<file path="config.mk">
export PLATFORM = sky130hd
export DESIGN_NAME = div_sequencer_flat
export DESIGN_NICKNAME = d
export VERILOG_FILES = /design/src/rtl/div_sequencer_if.sv /design/src/rtl/div_sequencer.sv /design/src/flat_wrapper.sv
export SDC_FILE = /design/constraint.sdc
export NUM_CORES = 1
export LEC_CHECK = 0
export BUFFER_PORTS_ARGS = -buffer_cell sky130_fd_sc_hd__buf_2
export CORE_ASPECT_RATIO = 1.1
export CORE_MARGIN = 1.5
export CORE_UTILIZATION = 35
export CTS_BUF_LIST = sky130_fd_sc_hd__clkbuf_8
export CTS_CLUSTER_SIZE = 28
export DETAILED_ROUTE_END_ITERATION = 12
export SLEW_MARGIN = 10
export SYNTH_ARGS = -nofsm -noshare
export SYNTH_HDL_FRONTEND = slang
export SYNTH_SLANG_ARGS = --single-unit
</file>
<file path="constraint.sdc">
create_clock -name clk -period 16.1 [get_ports clk]
set_input_delay 1.61 -clock clk [delete_from_list [all_inputs] [get_ports clk]]
set_output_delay 1.61 -clock clk [all_outputs]
set_load 0.005 [all_outputs]
</file>
<file path="src/rtl/div_sequencer_if.sv">
// Handshake bundle between decode/write-back and the divide sequencer.
// The master drives requests and flush; the slave returns stall, done and result.
interface div_sequencer_if #(
    parameter int XLEN = 32
);
    logic            start;
    logic [1:0]      op;
    logic [XLEN-1:0] rs1;
    logic [XLEN-1:0] rs2;
    logic            flush;
    logic            stall;
    logic            done;
    logic [XLEN-1:0] result;

    modport master (
        output start, op, rs1, rs2, flush,
        input  stall, done, result
    );

    modport slave (
        input  start, op, rs1, rs2, flush,
        output stall, done, result
    );
endinterface

</file>
<file path="src/rtl/div_sequencer.sv">
// Multi-cycle radix-2 restoring divider for DIV/DIVU/REM/REMU with pipeline stall.
// Define DIV_SPECIAL_FASTPATH_EN to finish divide-by-zero and signed overflow in one cycle.
module div_sequencer #(
    parameter int XLEN = 32
) (
    input  logic            clk,
    input  logic            rst,
    div_sequencer_if.slave  bus
);
    localparam int              CW       = $clog2(XLEN);
    localparam logic [CW-1:0]   LAST     = CW'(XLEN - 1);
    localparam logic [XLEN-1:0] ALL_ONES = '1;
    localparam logic [XLEN-1:0] INT_MIN  = {1'b1, {(XLEN-1){1'b0}}};

    typedef enum logic [1:0] {IDLE, CALC, DONE} state_t;

    state_t          state;
    logic [CW-1:0]   count;
    logic [XLEN-1:0] divisor;
    logic [XLEN-1:0] quo;
    logic [XLEN-1:0] rem;
    logic [XLEN-1:0] result_q;
    logic            rem_sel;
    logic            quo_neg;
    logic            rem_neg;
    logic            done_q;
`ifndef DIV_SPECIAL_FASTPATH_EN
    logic            special_q;
    logic [XLEN-1:0] special_val_q;
`endif

    logic            accept;
    logic            signed_op;
    logic            special_hit;
    logic [XLEN-1:0] special_value;
    logic [XLEN-1:0] mag1;
    logic [XLEN-1:0] mag2;
    logic [XLEN:0]   shifted;
    logic [XLEN:0]   trial;
    logic [XLEN-1:0] next_quo;
    logic [XLEN-1:0] next_rem;
    logic [XLEN-1:0] final_quo;
    logic [XLEN-1:0] final_rem;
    logic [XLEN-1:0] calc_result;

    assign accept     = bus.start && !bus.flush && (state == IDLE || state == DONE);
    assign bus.stall  = accept || (state == CALC);
    assign bus.done   = done_q;
    assign bus.result = result_q;

    // Operand magnitudes and the architecturally defined answers for the corner cases.
    always_comb begin
        signed_op     = !bus.op[0];
        mag1          = (signed_op && bus.rs1[XLEN-1]) ? -bus.rs1 : bus.rs1;
        mag2          = (signed_op && bus.rs2[XLEN-1]) ? -bus.rs2 : bus.rs2;
        special_hit   = 1'b0;
        special_value = '0;
        if (bus.rs2 == '0) begin
            special_hit   = 1'b1;
            special_value = bus.op[1] ? bus.rs1 : ALL_ONES;
        end else if (signed_op && bus.rs1 == INT_MIN && bus.rs2 == ALL_ONES) begin
            special_hit   = 1'b1;
            special_value = bus.op[1] ? '0 : INT_MIN;
        end
    end

    // One restoring step: the trial difference is XLEN+1 bits so its MSB is the borrow.
    always_comb begin
        shifted = {rem, quo[XLEN-1]};
        trial   = shifted - {1'b0, divisor};
        if (trial[XLEN]) begin
            next_rem = shifted[XLEN-1:0];
            next_quo = {quo[XLEN-2:0], 1'b0};
        end else begin
            next_rem = trial[XLEN-1:0];
            next_quo = {quo[XLEN-2:0], 1'b1};
        end
        final_quo   = quo_neg ? -next_quo : next_quo;
        final_rem   = rem_neg ? -next_rem : next_rem;
        calc_result = rem_sel ? final_rem : final_quo;
`ifndef DIV_SPECIAL_FASTPATH_EN
        if (special_q) begin
            calc_result = special_val_q;
        end
`endif
    end

    always_ff @(posedge clk or posedge rst) begin
        if (rst) begin
            state         <= IDLE;
            count         <= '0;
            divisor       <= '0;
            quo           <= '0;
            rem           <= '0;
            result_q      <= '0;
            rem_sel       <= 1'b0;
            quo_neg       <= 1'b0;
            rem_neg       <= 1'b0;
            done_q        <= 1'b0;
`ifndef DIV_SPECIAL_FASTPATH_EN
            special_q     <= 1'b0;
            special_val_q <= '0;
`endif
        end else if (bus.flush) begin
            state  <= IDLE;
            done_q <= 1'b0;
        end else begin
            done_q <= 1'b0;
            case (state)
                IDLE, DONE: begin
                    if (accept) begin
                        rem_sel <= bus.op[1];
                        quo_neg <= signed_op && (bus.rs1[XLEN-1] ^ bus.rs2[XLEN-1]);
                        rem_neg <= signed_op && bus.rs1[XLEN-1];
                        divisor <= mag2;
                        quo     <= mag1;
                        rem     <= '0;
                        count   <= '0;
`ifdef DIV_SPECIAL_FASTPATH_EN
                        if (special_hit) begin
                            state    <= DONE;
                            done_q   <= 1'b1;
                            result_q <= special_value;
                        end else begin
                            state <= CALC;
                        end
`else
                        special_q     <= special_hit;
                        special_val_q <= special_value;
                        state         <= CALC;
`endif
                    end else begin
                        state <= IDLE;
                    end
                end
                CALC: begin
                    rem   <= next_rem;
                    quo   <= next_quo;
                    count <= count + 1'b1;
                    if (count == LAST) begin
                        state    <= DONE;
                        done_q   <= 1'b1;
                        result_q <= calc_result;
                    end
                end
                default: state <= IDLE;
            endcase
        end
    end
endmodule

</file>
<file path="src/flat_wrapper.sv">
// flat-port wrapper written by rule: the top's interface ports become plain ports
module div_sequencer_flat 
#(
    parameter int XLEN = 32
)
  (clk, rst, bus_start, bus_op, bus_rs1, bus_rs2, bus_flush, bus_stall, bus_done, bus_result);
  div_sequencer_if #(.XLEN(XLEN)) bus_i ();
  input  logic clk;
  input  logic rst;
  input wire logic [$bits(bus_i.start)-1:0] bus_start;
  input wire logic [$bits(bus_i.op)-1:0] bus_op;
  input wire logic [$bits(bus_i.rs1)-1:0] bus_rs1;
  input wire logic [$bits(bus_i.rs2)-1:0] bus_rs2;
  input wire logic [$bits(bus_i.flush)-1:0] bus_flush;
  output wire logic [$bits(bus_i.stall)-1:0] bus_stall;
  output wire logic [$bits(bus_i.done)-1:0] bus_done;
  output wire logic [$bits(bus_i.result)-1:0] bus_result;
  assign bus_i.start = bus_start;
  assign bus_i.op = bus_op;
  assign bus_i.rs1 = bus_rs1;
  assign bus_i.rs2 = bus_rs2;
  assign bus_i.flush = bus_flush;
  assign bus_stall = bus_i.stall;
  assign bus_done = bus_i.done;
  assign bus_result = bus_i.result;
  div_sequencer #(.XLEN(XLEN)) u_core (.clk(clk), .rst(rst), .bus(bus_i));
endmodule
</file>
== Word level (Yosys, flattened, before mapping) ==
Index checks and enable logic that the tools add are counted.

* Flip-flop bits (word level): 172
* Input bits: 70
* Output and inout bits: 34
* Word-level logic and storage cells: 72

* Add/subtract/negate cells: 6
* Equality and inequality tests: 7
* Multiplexer cells: 27
* Bitwise logic cells: 2
* Reductions and logical operators: 18

{| class="wikitable"
|+ Operators by type and width
! operator !! number
|-
| $mux 32 || 13
|-
| $neg 32->32 || 4
|-
| $pmux 32 s2 || 2
|-
| $eq 32x32->1 const B || 2
|-
| $sub 33x32->33 || 1
|-
| $logic_not 32->1 || 1
|-
| $pmux 5 s2 || 1
|-
| $reduce_and 3->1 || 3
|-
| $logic_and 1x1->1 || 7
|-
| $mux 1 || 7
|-
| $add 5x1->5 const B || 1
|-
| $eq 5x5->1 const B || 1
|-
| $mux 5 || 1
|-
| $mux 2 || 2
|-
| $pmux 2 s2 || 1
|-
| $ne 3x3->1 const B || 1
|-
| $eq 2x1->1 const B || 1
|-
| $eq 2x2->1 const B || 1
|-
| $logic_not 1->1 || 2
|-
| $logic_not 2->1 || 1
|-
| $logic_or 1x1->1 || 2
|-
| $ne 2x1->1 const B || 1
|-
| $reduce_bool 2->1 || 1
|-
| $reduce_or 2->1 || 1
|-
| other kinds (2) || 2
|}

== Longest topological paths before layout ==
* Word-level depth: 6
* Gate-level depth with buffers: 27
* Gate-level depth less buffers: 24

== Least setup slack after synthesis ==
No wires, ideal clock.

* Kind: reg2reg
* Start: register u_core.rem[18]
* End: register u_core.result_q[26] (netlist: u_core.bus.result[26])
* Setup time: 133 ps
* Data arrival time: 5258 ps
* Path slack: 10709 ps
* Stages on the path, launching flop included: 25
* Cells stage by stage: dfrtp_1 > ha_1 > buf_6 > a21oi_4 > o21ai_2 > a211o_1 > a221o_1 > nor3_2 > nor2_4 > inv_2 > buf_4 > buf_6 > clkbuf_1 > nor2_1 > a21oi_1 > ha_1 > inv_1 > or4_1 > nor4_1 > nand4_1 > o41ai_1 > nand4_1 > o31ai_2 > xnor2_1 > o22ai_1

* Longest elaborated chain between the ends: 6

{| class="wikitable"
|+ Ends and longest elaborated chain
! item !! line !! text
|-
| from (decl) || div_sequencer.sv:21 || <nowiki>logic [XLEN-1:0] rem;</nowiki>
|-
| from (signal assigned) || div_sequencer.sv:137 || <nowiki>rem <= next_rem;</nowiki>
|-
| $sub 33x32->33 || div_sequencer.sv:70 || <nowiki>trial = shifted - {1'b0, divisor};</nowiki>
|-
| $mux 1 / $mux 32 (equally long branches) || div_sequencer.sv:71 || <nowiki>if (trial[XLEN]) begin</nowiki>
|-
| $neg 32->32, on equally long branches || div_sequencer.sv:78, div_sequencer.sv:79 ||
|-
| $mux 32, on equally long branches || div_sequencer.sv:78, div_sequencer.sv:79 ||
|-
| $mux 32 (*) || div_sequencer.sv:80 || <nowiki>calc_result = rem_sel ? final_rem : final_quo;</nowiki>
|-
| $mux 32 (*) || div_sequencer.sv:82 || <nowiki>if (special_q) begin</nowiki>
|-
| to (signal assigned) || div_sequencer.sv:143 || <nowiki>result_q <= calc_result;</nowiki>
|-
| to (decl) || div_sequencer.sv:22 || <nowiki>logic [XLEN-1:0] result_q;</nowiki>
|}

Every way passes the cells marked *; elsewhere a longest branch is shown, timed or not.
A chain may end at the register's enable or synchronous reset.

== Worst setup path in the final report ==
* Start: register u_core.quo[31]
* End: register u_core.result_q[28] (netlist: u_core.bus.result[28])

* Longest elaborated chain between the ends: 6

{| class="wikitable"
|+ Ends and longest elaborated chain
! item !! line !! text
|-
| from (decl) || div_sequencer.sv:20 || <nowiki>logic [XLEN-1:0] quo;</nowiki>
|-
| from (signal assigned) || div_sequencer.sv:116 || <nowiki>quo <= mag1;</nowiki>
|-
| from (signal assigned) || div_sequencer.sv:138 || <nowiki>quo <= next_quo;</nowiki>
|-
| $sub 33x32->33 || div_sequencer.sv:70 ||
|-
| $mux 1 / $mux 32 (equally long branches) || div_sequencer.sv:71 ||
|-
| $neg 32->32, on equally long branches || div_sequencer.sv:78, div_sequencer.sv:79 ||
|-
| $mux 32, on equally long branches || div_sequencer.sv:78, div_sequencer.sv:79 ||
|-
| $mux 32 (*) || div_sequencer.sv:80 ||
|-
| $mux 32 (*) || div_sequencer.sv:82 ||
|}

Marks and branches as above.

==> summary.md <==
| Metric | Value |
|---|---|
| Outcome | `finished clean` |
| Starting DRT DRC Count | `912` |
| Die area | `38,240 µm²` |
| Main combinational cell family by area after synthesis | `compound AO/OA/AOI/OAI gates` |
| Vias/cell | `5.684` |
| Fin crit period | `6724 ps` |
| Async SR Flop Fraction | `100.0%` |
| Netlist Area Pre-Place | `12,980 µm²` |
| Hold WC Path Type | `reg2reg` |
| Layout cells sized above 1 | `10.99%` |
| CTS Hold Bufs | `0` |
| Slowest stage delay, CP | `790 ps` |
| CTS Buffer Depth | `2` |
| Worst Path Arrival | `7140 ps` |
| Fillers | `3,880` |
| CTS tree | `done` |
| Gpl congestion | `0.9382` |
| Input/output buffers | `103` |
| Starting Density | `35.70%` |
| Area grow syn2layout | `10.14%` |
| Xor-xnor portion of the synthesized cell area | `8.301%` |
| Die W | `186.6 µm` |
| First-pass GRT wire length | `68.77 mm` |
| Int Power | `1.288 mW` |
| CP most frequent cell | `inv_1` |
| Max stage delay cell, worst path | `nor3_2` |
| GRT Util Overall | `23.10%` |
| Worst skew pair latency | `500 ps` |
| Post-route DRC | `0` |
| Root Driver | `clkbuf_8` |
| Post-CTS Repair Setup Buffers | `0` |
| Maximum VDD drop | `0.0001142 V` |
| Combinational fraction of design power | `65.1%` |
| Placement Setup Slack | `9571 ps` |
| CP max FO | `38` |
| Period utilisation layout | `41.76%` |
| Setup ws final | `9376 ps` |
| Clock network power share | `12.7%` |
| DR pass1 iterations | `5` |
| Via Count | `12,390` |
| DPL Wire Length | `33.11 mm` |
| Initial antenna violation count | `1` |
| Clk slew on worst S/H paths | `100 ps` |
| EDFF count, synth | `0` |
| Pwr dens | `190.1 nW/µm²` |
| Pins Over Slew Limit | `0` |
| Setup TNS | `0 ps` |
| Worst Path Buf+Inv | `4` |
| Antenna-violating nets left | `0` |
| Critical Path End Type | `flip-flop` |
| Layout Skew | `18.87 ps` |
| Top_reg_cell synth | `dfrtp_1` |
| Compound-Gate Fraction of Synth Area | `26.45%` |
| Critical Path RT | `16,510 ps` |
| Core region area | `36,350 µm²` |
| Pleak | `6.171 nW` |
| Simple-Gate Fraction of Synth Area | `20.97%` |
| Placed cell area | `13,870 µm²` |
| Yosys reg bits | `172` |
| Mux share of post-synthesis cell area | `2.516%` |
| Endpoints failing setup | `0` |
| Nets@finish | `1,790` |
| Util after Layout | `39.32%` |
| Drt wl/cell | `20.19 µm` |
| Post-Syn Instances | `1,634` |
| CTS Buf Count | `17` |
| Post_cts resized | `0` |
| Pin count of the biggest net entering global routing | `73` |
| Hold slack | `482.5 ps` |
| Top delay family on crit path | `simple AND/OR/NAND/NOR gates` |
| Net Sw Frac | `52.61%` |
| Endpoints failing hold | `0` |
| Register area share after synthesis | `33.17%` |
| Slew margin rel. | `15.17%` |
| CTS Sinks | `172` |
| Worst Tran Pin Value | `1272 ps` |
| CP Class | `reg2reg` |
| Post-synthesis adder-cell area fraction | `3.914%` |
| Design Area, Final | `14,290 µm²` |
| Sw Pwr | `1.430 mW` |
| CP startpoint kind | `flip-flop` |
| Ys Warns | `0` |
| Max Cap Viol | `0` |
| Reg power frac | `22.2%` |
| Total congestion overflow | `0` |
| Routed wire length | `44.01 mm` |
| Avg Inst Size Synth | `7.942 µm²` |
| Netlist cell types | `82` |
| Ports | `104` |
| Vias in the first global route | `11,790` |
| Clock H-tree levels | `4` |
| RSZ-0062 raised after global routing | `false` |
| Worst path cell trace | `inv_1 > ha_1 > inv_1 > fa_1 > nand3_1 > a211oi_1 > o21ai_1 > a21oi_1 > nor3_2 > nor2_4 > inv_2 > mux2i_1 > ha_1 > inv_1 > or4_1 > nor4_1 > nand4_1 > o41ai_1 > nand4_1 > mux2i_1 > a211o_1 > a21oi_1` |
| Fmax | `148.7 MHz` |
| Die Span Y | `205.0 µm` |
| Synthesized net count | `1,744` |
| Cell Rows | `73` |
[state kept, by name, indices dropped and copies added (netlist names)]
name and flops:
u_core.bus.done 1, u_core.special_q 1, u_core.quo_neg 1, u_core.special_val_q 32, u_core.rem 32, u_core.quo 32
u_core.rem_neg 1, u_core.divisor 32, u_core.state 2, u_core.bus.result 32, u_core.rem_sel 1, u_core.count 5
[cells in the mapped netlist, drive strengths merged (39+ instances only)]
library cell	instances	share of area [%]
nand2	230	6.7
clkbuf	77	2.2
a21oi	135	5.4
nor3	44	1.7
inv	60	1.7
xor2	58	3.9
o31ai	54	3.2
ha	39	3.8
dfrtp	172	33
xnor2	65	4.4
o21ai	193	7.5
nor2	114	3.4
[cells by family after synthesis]
| kind of cell | after synthesis |
|---|---|
| and+or+nand+nor | 571 |
| muxes | 32 |
| buffers and inverters | 153 |
| AOI/OAI and AO/OA | 543 |
| xor gates and xnor gates | 123 |
| DFF | 172 |
| adders and majority gates | 40 |
[cell type report]
type                       count  area [µm²]  area share (%)
antenna                        1       2.502         0.01751
clock buffer                  17       234.0           1.637
clock inverter                14       186.4           1.304
inverter                      61       234.0           1.637
multi-input combinational   1309        8088           56.58
sequential                   172        4304           30.11
tap                          487       609.3           4.263
timing repair buffer         119       635.6           4.447
[layer usage]
layer	vias up	share of wire, %	track usage [%]
met4	0	3.0	7.834
met3	58	4.5	2.741
li1	5991	-	-
met1	5971	45	30.55
met2	372	47	39.13
met5	-	0	0
[power groups by stage]
stage	sequential, mW	clock, mW	combinational (mW)
global placement	0.606	0	1.75
detailed placement	0.610	0	1.74
CTS	0.602	0.351	1.75
floorplan	0.575	0	1.31
finish	0.603	0.344	1.77
global route	0.616	0.365	1.94
[layout by cell type, fill, tap and decap left out, types with 5 or more instances in the layout]
master / instances
a22o_1: 6
and3_1: 13
nor4_1: 27
dfrtp_1: 172
a31oi_1: 16
nand2b_1: 17
inv_1: 59
nand3_1: 17
nor2b_1: 32
o41ai_1: 10
nor2_1: 112
xor2_1: 58
a211oi_1: 21
xnor2_1: 65
or3_1: 14
a22oi_1: 6
a221oi_1: 5
a21oi_1: 131
nand4_1: 21
nor3_1: 43
o21a_1: 9
buf_4: 16
a21boi_0: 8
mux2_2: 5
o31ai_1: 53
a21o_1: 13
o211ai_1: 13
o21ai_0: 186
and2_1: 7
ha_1: 39
o22ai_1: 5
or4_1: 14
o31a_1: 7
o21ai_1: 6
nand2_1: 229
inv_6: 6
clkbuf_8: 17
mux2i_1: 27
buf_2: 103
[per-stage QoR]
stage | total power, mW | instances
floorplan | 1.883 | 1634
global placement | 2.356 | 2148
detailed placement | 2.353 | 2148
CTS | 2.705 | 2179
global route | 2.920 | 2180
finish | 2.717 | 2180
[path summary, 6_finish.rpt]
check	from	to	slack, ps	depth (start not counted)
max	u_core.quo[31]	u_core.bus.result[28]	9380	22
min	u_core.bus.result[19]	u_core.bus.result[19]	480	2
max reg2reg	u_core.quo[31]	u_core.bus.result[28]	9380	22
min reg2reg	u_core.bus.result[19]	u_core.bus.result[19]	480	2
max in group asynchronous	rst	u_core.bus.result[24]	12870	4
min in group asynchronous	rst	u_core.divisor[2]	1100	2
[worst reg2reg max path: stages (launching register included)]
cell	delay [ps]
dfrtp_1	400
inv_1	80
ha_1	180
inv_1	60
fa_1	410
nand3_1	140
a211oi_1	130
o21ai_1	360
a21oi_1	210
nor3_2	790
nor2_4	30
inv_2	570
mux2i_1	370
ha_1	210
inv_1	70
or4_1	510
nor4_1	540
nand4_1	180
o41ai_1	480
nand4_1	320
mux2i_1	190
a211o_1	290
a21oi_1	130
Note: power is estimated with default switching activity, not from simulation.
